$ cat src/rtl/mem_access_unit.sv
// MEM-stage load/store responder: byte-serial little-endian RAM access,
// load extension, pipeline stall, and pass-through of non-memory results.
//
// Ports:
//   clk, rst             clock, synchronous active-high reset
//   rdy_i                global enable (low freezes FSM, blocks RAM writes)
//   req_i, aluop_i       memory request and load/store opcode
//   addr_i, st_data_i    effective byte address, store data
//   alu_res_i, wd_i,
//   wreg_i               EX result / destination for the writeback path
//   ram_din_i            RAM read byte (1-cycle latency)
//   ram_addr_o,
//   ram_dout_o, ram_wr_o RAM byte port
//   stall_req_o          hold upstream pipeline registers
//   wd_o, wreg_o,
//   wdata_o              writeback bundle
module mem_access_unit #(
    parameter int ADDR_W = 32
) (
    input  logic              clk,
    input  logic              rst,
    input  logic              rdy_i,
    input  logic              req_i,
    input  logic [7:0]        aluop_i,
    input  logic [ADDR_W-1:0] addr_i,
    input  logic [31:0]       st_data_i,
    input  logic [31:0]       alu_res_i,
    input  logic [4:0]        wd_i,
    input  logic              wreg_i,
    input  logic [7:0]        ram_din_i,
    output logic [ADDR_W-1:0] ram_addr_o,
    output logic [7:0]        ram_dout_o,
    output logic              ram_wr_o,
    output logic              stall_req_o,
    output logic [4:0]        wd_o,
    output logic              wreg_o,
    output logic [31:0]       wdata_o
);

    localparam logic [7:0] OP_LB  = 8'b1110_0000;
    localparam logic [7:0] OP_LH  = 8'b1110_0001;
    localparam logic [7:0] OP_LW  = 8'b1110_0011;
    localparam logic [7:0] OP_LBU = 8'b1110_0100;
    localparam logic [7:0] OP_LHU = 8'b1110_0101;
    localparam logic [7:0] OP_SB  = 8'b1110_1000;
    localparam logic [7:0] OP_SH  = 8'b1110_1001;
    localparam logic [7:0] OP_SW  = 8'b1110_1011;

    typedef enum logic [1:0] {IDLE, BUSY, DONE} state_t;

    function automatic logic op_valid(input logic [7:0] op);
        case (op)
            OP_LB, OP_LH, OP_LW, OP_LBU, OP_LHU,
            OP_SB, OP_SH, OP_SW: op_valid = 1'b1;
            default:             op_valid = 1'b0;
        endcase
    endfunction

    function automatic logic op_load(input logic [7:0] op);
        case (op)
            OP_LB, OP_LH, OP_LW, OP_LBU, OP_LHU: op_load = 1'b1;
            default:                             op_load = 1'b0;
        endcase
    endfunction

    function automatic logic [2:0] op_len(input logic [7:0] op);
        case (op)
            OP_LW, OP_SW:         op_len = 3'd4;
            OP_LH, OP_LHU, OP_SH: op_len = 3'd2;
            default:              op_len = 3'd1;
        endcase
    endfunction

    state_t            state;
    logic [2:0]        cnt;
    logic [7:0]        op_q;
    logic [ADDR_W-1:0] addr_q;
    logic [31:0]       data_q;
    logic [31:0]       buf_q;
    logic [4:0]        wd_q;
    logic              wreg_q;

    logic              q_load;
    logic [2:0]        q_len;
    logic [2:0]        q_last;
    logic [1:0]        cnt_m1;
    logic [2:0]        off;
    logic [31:0]       ext;

    assign q_load = op_load(op_q);
    assign q_len  = op_len(op_q);
    assign q_last = q_len - 3'd1;
    assign cnt_m1 = cnt[1:0] - 2'd1;

    always_ff @(posedge clk) begin
        if (rst) begin
            state  <= IDLE;
            cnt    <= '0;
            op_q   <= '0;
            addr_q <= '0;
            data_q <= '0;
            buf_q  <= '0;
            wd_q   <= '0;
            wreg_q <= 1'b0;
        end else if (rdy_i) begin
            unique case (state)
                IDLE: begin
                    if (req_i) begin
                        op_q   <= aluop_i;
                        addr_q <= addr_i;
                        data_q <= st_data_i;
                        wd_q   <= wd_i;
                        wreg_q <= wreg_i;
                        cnt    <= '0;
                        state  <= op_valid(aluop_i) ? BUSY : DONE;
                    end
                end
                BUSY: begin
                    // Read data lags the address by one cycle.
                    if (q_load && cnt != 3'd0)
                        buf_q[{cnt_m1, 3'b000} +: 8] <= ram_din_i;
                    if (cnt == (q_load ? q_len : q_last))
                        state <= DONE;
                    else
                        cnt <= cnt + 3'd1;
                end
                DONE:    state <= IDLE;
                default: state <= IDLE;
            endcase
        end
    end

    // While frozen, keep presenting the last byte already requested so
    // that the RAM output on the resume cycle is still byte cnt-1.
    always_comb begin
        off = cnt;
        if (!rdy_i)
            off = (cnt == 3'd0) ? 3'd0 : cnt - 3'd1;
        else if (cnt > q_last)
            off = q_last;
    end

    always_comb begin
        ext = buf_q;
        case (op_q)
            OP_LB:   ext = {{24{buf_q[7]}}, buf_q[7:0]};
            OP_LBU:  ext = {24'd0, buf_q[7:0]};
            OP_LH:   ext = {{16{buf_q[15]}}, buf_q[15:0]};
            OP_LHU:  ext = {16'd0, buf_q[15:0]};
            default: ext = buf_q;
        endcase
    end

    always_comb begin
        ram_addr_o  = '0;
        ram_dout_o  = '0;
        ram_wr_o    = 1'b0;
        stall_req_o = 1'b0;
        wd_o        = '0;
        wreg_o      = 1'b0;
        wdata_o     = '0;
        if (!rst) begin
            unique case (state)
                IDLE: begin
                    stall_req_o = req_i;
                    if (!req_i) begin
                        wd_o    = wd_i;
                        wreg_o  = wreg_i;
                        wdata_o = alu_res_i;
                    end
                end
                BUSY: begin
                    stall_req_o = 1'b1;
                    ram_addr_o  = addr_q + ADDR_W'(off);
                    if (!q_load) begin
                        ram_dout_o = data_q[{cnt[1:0], 3'b000} +: 8];
                        ram_wr_o   = rdy_i;
                    end
                end
                DONE: begin
                    wd_o = wd_q;
                    if (q_load) begin
                        wreg_o  = wreg_q;
                        wdata_o = ext;
                    end
                end
                default: ;
            endcase
        end
    end

endmodule

$ cat config.mk
export PLATFORM = sky130hd
export DESIGN_NAME = mem_access_unit
export DESIGN_NICKNAME = d
export VERILOG_FILES = /design/src/rtl/mem_access_unit.sv
export SDC_FILE = /design/constraint.sdc
export NUM_CORES = 1
export LEC_CHECK = 0
export BUFFER_PORTS_ARGS = -buffer_cell sky130_fd_sc_hd__buf_2
export CORE_MARGIN = 10
export CORE_UTILIZATION = 53
export CTS_BUF_LIST = sky130_fd_sc_hd__clkbuf_8
export CTS_CLUSTER_DIAMETER = 200
export CTS_CLUSTER_SIZE = 10
export DETAILED_ROUTE_END_ITERATION = 10
export PLACE_DENSITY = 0.82
export SLEW_MARGIN = 20
export SYNTH_ARGS = -nofsm -noshare
export SYNTH_HDL_FRONTEND = slang
export SYNTH_SLANG_ARGS = --single-unit
$ cat constraint.sdc
create_clock -name clk -period 10 [get_ports clk]
set_input_delay 2 -clock clk [delete_from_list [all_inputs] [get_ports clk]]
set_output_delay 2 -clock clk [all_outputs]
set_load 0.02 [all_outputs]
* Word-level counts from Yosys, hierarchy flattened
Cells that the tools add are included.
** Word-level totals
- Flip-flop bits (word level) :: 115
- Bits in latches :: 0
- Bits in writable memories :: 0
- Bits in read-only memories :: 0
- Input bits :: 122
- Output and inout port bits :: 80
- Memories :: 0
** Operators by class
- $add $sub $neg :: 6
- $mul :: 0
- Div/mod/pow operators :: 0
- $lt $le $gt $ge :: 1
- Equality and inequality tests :: 21
- Shifts and indexed selects :: 3
- Muxes and demuxes :: 41
- Bitwise logic cells :: 0
- Reduce and logical (&&, ||, !) cells :: 13
** Operators with widths (count)
- $mux W32 :: 5
- $pmux W32 S4 :: 1
- $eq A8 B8 Y1 const B :: 15
- $pmux W32 S2 :: 1
- $add A32 B3 Y32 :: 1
- $bwmux W32 :: 1
- $shift A8 B7 Y32 const A :: 1
- $shiftx A32 B6 Y8 :: 1
- $shiftx A8 B7 Y32 :: 1
- $mux W8 :: 3
- $mux W3 :: 6
- $mux W1 :: 13
- $pmux W3 S2 :: 2
- $mux W5 :: 2
- $pmux W5 S2 :: 1
- $reduce_and A3 Y1 :: 3
- $reduce_or A8 Y1 :: 1
- $neg A5 Y7 :: 1
- $mux W2 :: 3
- $ne A2 B2 Y1 const B :: 3
- $sub A3 B1 Y3 const B :: 2
- $reduce_or A5 Y1 :: 1
- $pmux W1 S2 :: 2
- $pmux W2 S2 :: 1
- other kinds (14) :: 14

* Longest topological paths before layout
- Word-level depth :: 10
- Depth in mapped cells :: 19

* Least setup slack after synthesis
Ideal clock, no wire load.
- Kind :: input -> output
- Start :: in rdy_i
- End :: out ram_addr_o[26]
- Data arrival time :: 4257 ps
- Setup slack :: 3743 ps
- Cell stages on the path :: 12
- Cells stage by stage :: clkbuf_1 inv_1 nand2_1 nor3_1 a31o_2 ha_1 nor2b_1 o211ai_1 clkbuf_1 nor4_1 xnor2_1 nor2_1
** Between the ends
- Word-level cells in the longest chain between the ends :: 4
** Ends and longest elaborated chain
- start, declared :: RTL line 22 : input logic rdy_i,
- $mux W3 :: RTL line 137 : if (!rdy_i)
- $add A32 B3 Y32 :: RTL line 174 : ram_addr_o = addr_q + ADDR_W'(off);
- $mux W32 :: RTL line 163 : unique case (state)
- $mux W32 :: RTL line 162 : if (!rst) begin
- end, declared :: RTL line 31 : output logic [ADDR_W-1:0] ram_addr_o,
No other way between the ends.

* Worst setup path after layout
- Start :: reg op_q[3]
- End :: out ram_addr_o[29]
** Between the ends
- Word-level cells in the longest chain between the ends :: 10
** Ends and longest elaborated chain
- start, declared :: RTL line 76 : logic [7:0] op_q;
- start signal, assigned :: RTL line 109 : op_q <= aluop_i;
- $eq A8 B8 Y1 :: RTL line 67 : case (op)
- $reduce_or A3 Y1 / $reduce_or A2 Y1 (equally long branches) :: RTL line 67
- $pmux W3 S2 (*) :: RTL line 67
- $sub A3 B1 Y3 (*) :: RTL line 92 : assign q_last = q_len - 3'd1;
- $gt A3 B3 Y1 :: RTL line 139 : else if (cnt > q_last)
- $mux W3 (*) :: RTL line 139
- $mux W3 (*) :: RTL line 137
- $add A32 B3 Y32 (*) :: RTL line 174
- $mux W32 (*) :: RTL line 163
- $mux W32 (*) :: RTL line 162
Every way passes the cells marked *; elsewhere a longest branch is shown, timed or not.

==> impl_metrics.ini <==
[detailed_routing]
wl_per_cell_um = 16.1
drc = 0
drtIter0Drc = 491
postRouteAntennaNets = 0
drt_wl_total_um = 20100
viasPerCell = 5.59
vias = 6971
first_pass_iters = 5

[synthesis]
syn-mean-instance-area_um2 = 7.39
yosys.area.top_type_share = 0.344
yosysTopAreaCell = dfxtp_1
synth_edf_count = 0
syn_area_um2 = 6680
yosys_warnings = 0
synth_ff_type = dfxtp_1
async_reset_ff_frac = 0
ys_seq_area_frac = 0.344
syn_inst = 905
syn-num-nets = 1041
synth_cell_types = 64
ys_ff_latch = 115
yosys-top-cells-area = dfxtp_1 34%, nand2_1 12%, a21oi_1 8.8%

[floorplanning]
initial_core_util = 0.550
dieWidth_um = 132
coreArea_um2 = 12200
fp.dieH_um = 132
die_area_um2 = 17500
io_pins = 202
fp-row-count = 40

[final_layout]
multiInputGateArea_um2 = 4080
nets = 1200
regArea_um2 = 2300
stdcell_area_um2 = 8140
syn_to_final_growth_pct = 21.8
nFillCells = 1094
post-route-util = 0.669
drive_gt1_frac = 0.241
stdcell_count = 1246

[clocking]
cts_hold_buf = 0
clockRootBuffer = clkbuf_8
cts_buffer_depth = 2
cts_tree = yes
cts-buffers-inserted = 17
path_clk_slew_ns = 0.07
insertion_delay_ns = 0.42
cts_sinks = 115
cts_resized = 0
post_cts.repair.setup_buffers = 0
h-tree-depth = 4

[setup_path]
end_kind = primary output
crit_chain = or2_1 -> a211oi_1 -> ha_1 -> nor2b_1 -> o21ai_0 -> a32oi_1 -> mux2i_1 -> a22o_1 -> ha_1 -> a21o_1 -> a21oi_1 -> nor3_1 -> a31oi_1 -> a41o_1 -> buf_2
worstPathArrival_ns = 5.13
worst_path_most_repeated_cell = ha_1
rr_worst_depth = 7
critPathMaxStageDelay_ns = 0.81
crit_cells = 15
crit_type = flop to primary output
crit_buf_inv = 1
crit_slowest_cell = a21oi_1
cpLargestDelayFamily = compound AO/OA/AOI/OAI gates
required_ns = 8.00
start_kind = flop
critical_path.max_fanout = 15

[run]
cap_violations = 0

[timing]
max_clock_freq_mhz = 140
fin_crit_sh = 0.713
setup_viol = 0
clock_skew_ns = 0.0133
tightest_slew_ns = 1.06
slew_viol_final = 0
hold_viol = 0
setup_tns_ns = 0
period_needed_ns = 7.13
maxSlewHeadroom = 0.293
setup_ws_ns = 2.87
hold-worst-slack_ns = 0.455
rsz0062_at_grt = false

[grt]
antenna_found_initial = 3
grt_pass1_wl_um = 32200
grt_pass1_vias = 6500
grt_max_degree = 79
grt_overflow_total = 0
gr-usage-all-layers = 0.216

[outcome]
status = finished, final reports clean

[power_and_ir_drop]
combPwrFrac = 0.108
clock_power_share = 0.435
power.internal_mw = 0.801
p_seq_frac = 0.457
vdd_drop_max_mv = 0.101
p_switching_mw = 0.268
power.leakage_nw = 3.28
p_sw_frac = 0.250
power_density_nw_per_um2 = 131
total_power_mw = 1.07

[placed_design]
preCtsSetupSlack_ns = 3.37
port_buffers = 201
place_area_um2 = 7700
gp_congestion = 0.913
place_inst = 1213
dpl.hpwl_um = 14300

[hold_path]
worstHoldPathCells = 2
hp-class = flop to flop
cell families after synthesis:
group | Yosys count | share of synthesized area
buffers and inverters | 80 | 0.0481
DFF | 115 | 0.344
and+or+nand+nor | 435 | 0.298
adders and majority gates | 14 | 0.0273
AOI/OAI and AO/OA | 210 | 0.195
muxes | 28 | 0.0571
xor gates and xnor gates | 22 | 0.0288
other | 1 | 0.000561
registers in the layout, summed over array words and instances (netlist names):
name,flops
state,2
addr_q,32
data_q,32
wreg_q,1
buf_q,32
op_q,8
cnt,3
wd_q,5
metal layers:
layer | vias up | routed length, µm | track usage
met3 | 35 | 1360 | 0.0556
met4 | 2 | 419 | 0.0813
met2 | 272 | 9830 | 0.353
li1 | 3453 | - | -
met5 | - | 13 | 0
met1 | 3209 | 8450 | 0.265
cell usage in the layout, fill, tap and decap left out, types with 5 or more instances in the layout:
cell type,n
nor2_1,92
and3_1,5
nand3_1,15
clkbuf_8,19
buf_2,200
nand4_1,8
or4_1,9
nor4_1,9
ha_1,13
o31ai_1,8
a22oi_1,23
nor2b_1,20
nand2_1,213
mux2i_1,19
inv_1,13
and4_1,5
a31oi_1,6
o21ai_0,11
o21ai_1,14
xor2_1,5
dfxtp_1,115
buf_4,10
mux4_2,8
nor3_1,8
a21oi_1,118
nand2b_1,24
xnor2_1,17
cell type report:
class	count	area share
Clock buffer	19	0.0321
Inverter	10	0.00461
Timing Repair Buffer	210	0.132
Tap cell	168	0.0258
Sequential cell	115	0.283
Clock inverter	12	0.0203
Antenna cell	2	0.000615
Multi-Input combinational cell	710	0.502
cell usage after synthesis (all sizes together) (10+ instances only):
cell    number
inv         10
o21ai       25
dfxtp      115
clkbuf      56
a21oi      118
xnor2       17
nor2b       21
nand2      214
buf         14
mux2i       19
ha          13
nand2b      25
a22oi       23
nor2        92
nand3       16
worst register-to-register path, cell delays in order (launching register included):
cell       delay [ns]
dfxtp_1          0.79
inv_1            0.35
ha_1             0.33
nand2b_1         0.21
nand3_1          0.16
a2111oi_4        0.78
mux2i_1          0.28
nor2_1           0.05
power by group through the flow:
stage / logic, mW / clock network [mW] / registers, mW
after global routing: 0.129 / 0.491 / 0.491
after CTS: 0.116 / 0.471 / 0.488
after global placement: 0.113 / 0 / 0.498
final: 0.115 / 0.464 / 0.489
after floorplan: 0.0742 / 0 / 0.492
after detailed placement: 0.115 / 0 / 0.498
worst paths after layout:
| check | from | to | slack (ns) |
|---|---|---|---|
| setup / recovery | op_q[3] | ram_addr_o[29] | 2.87 |
| hold / removal | data_q[21] | data_q[21] | 0.46 |
| setup reg to reg | cnt[1] | buf_q[20] | 6.92 |
| hold reg to reg | data_q[21] | data_q[21] | 0.46 |
No activity file was read; power rests on OpenSTA's default activity.
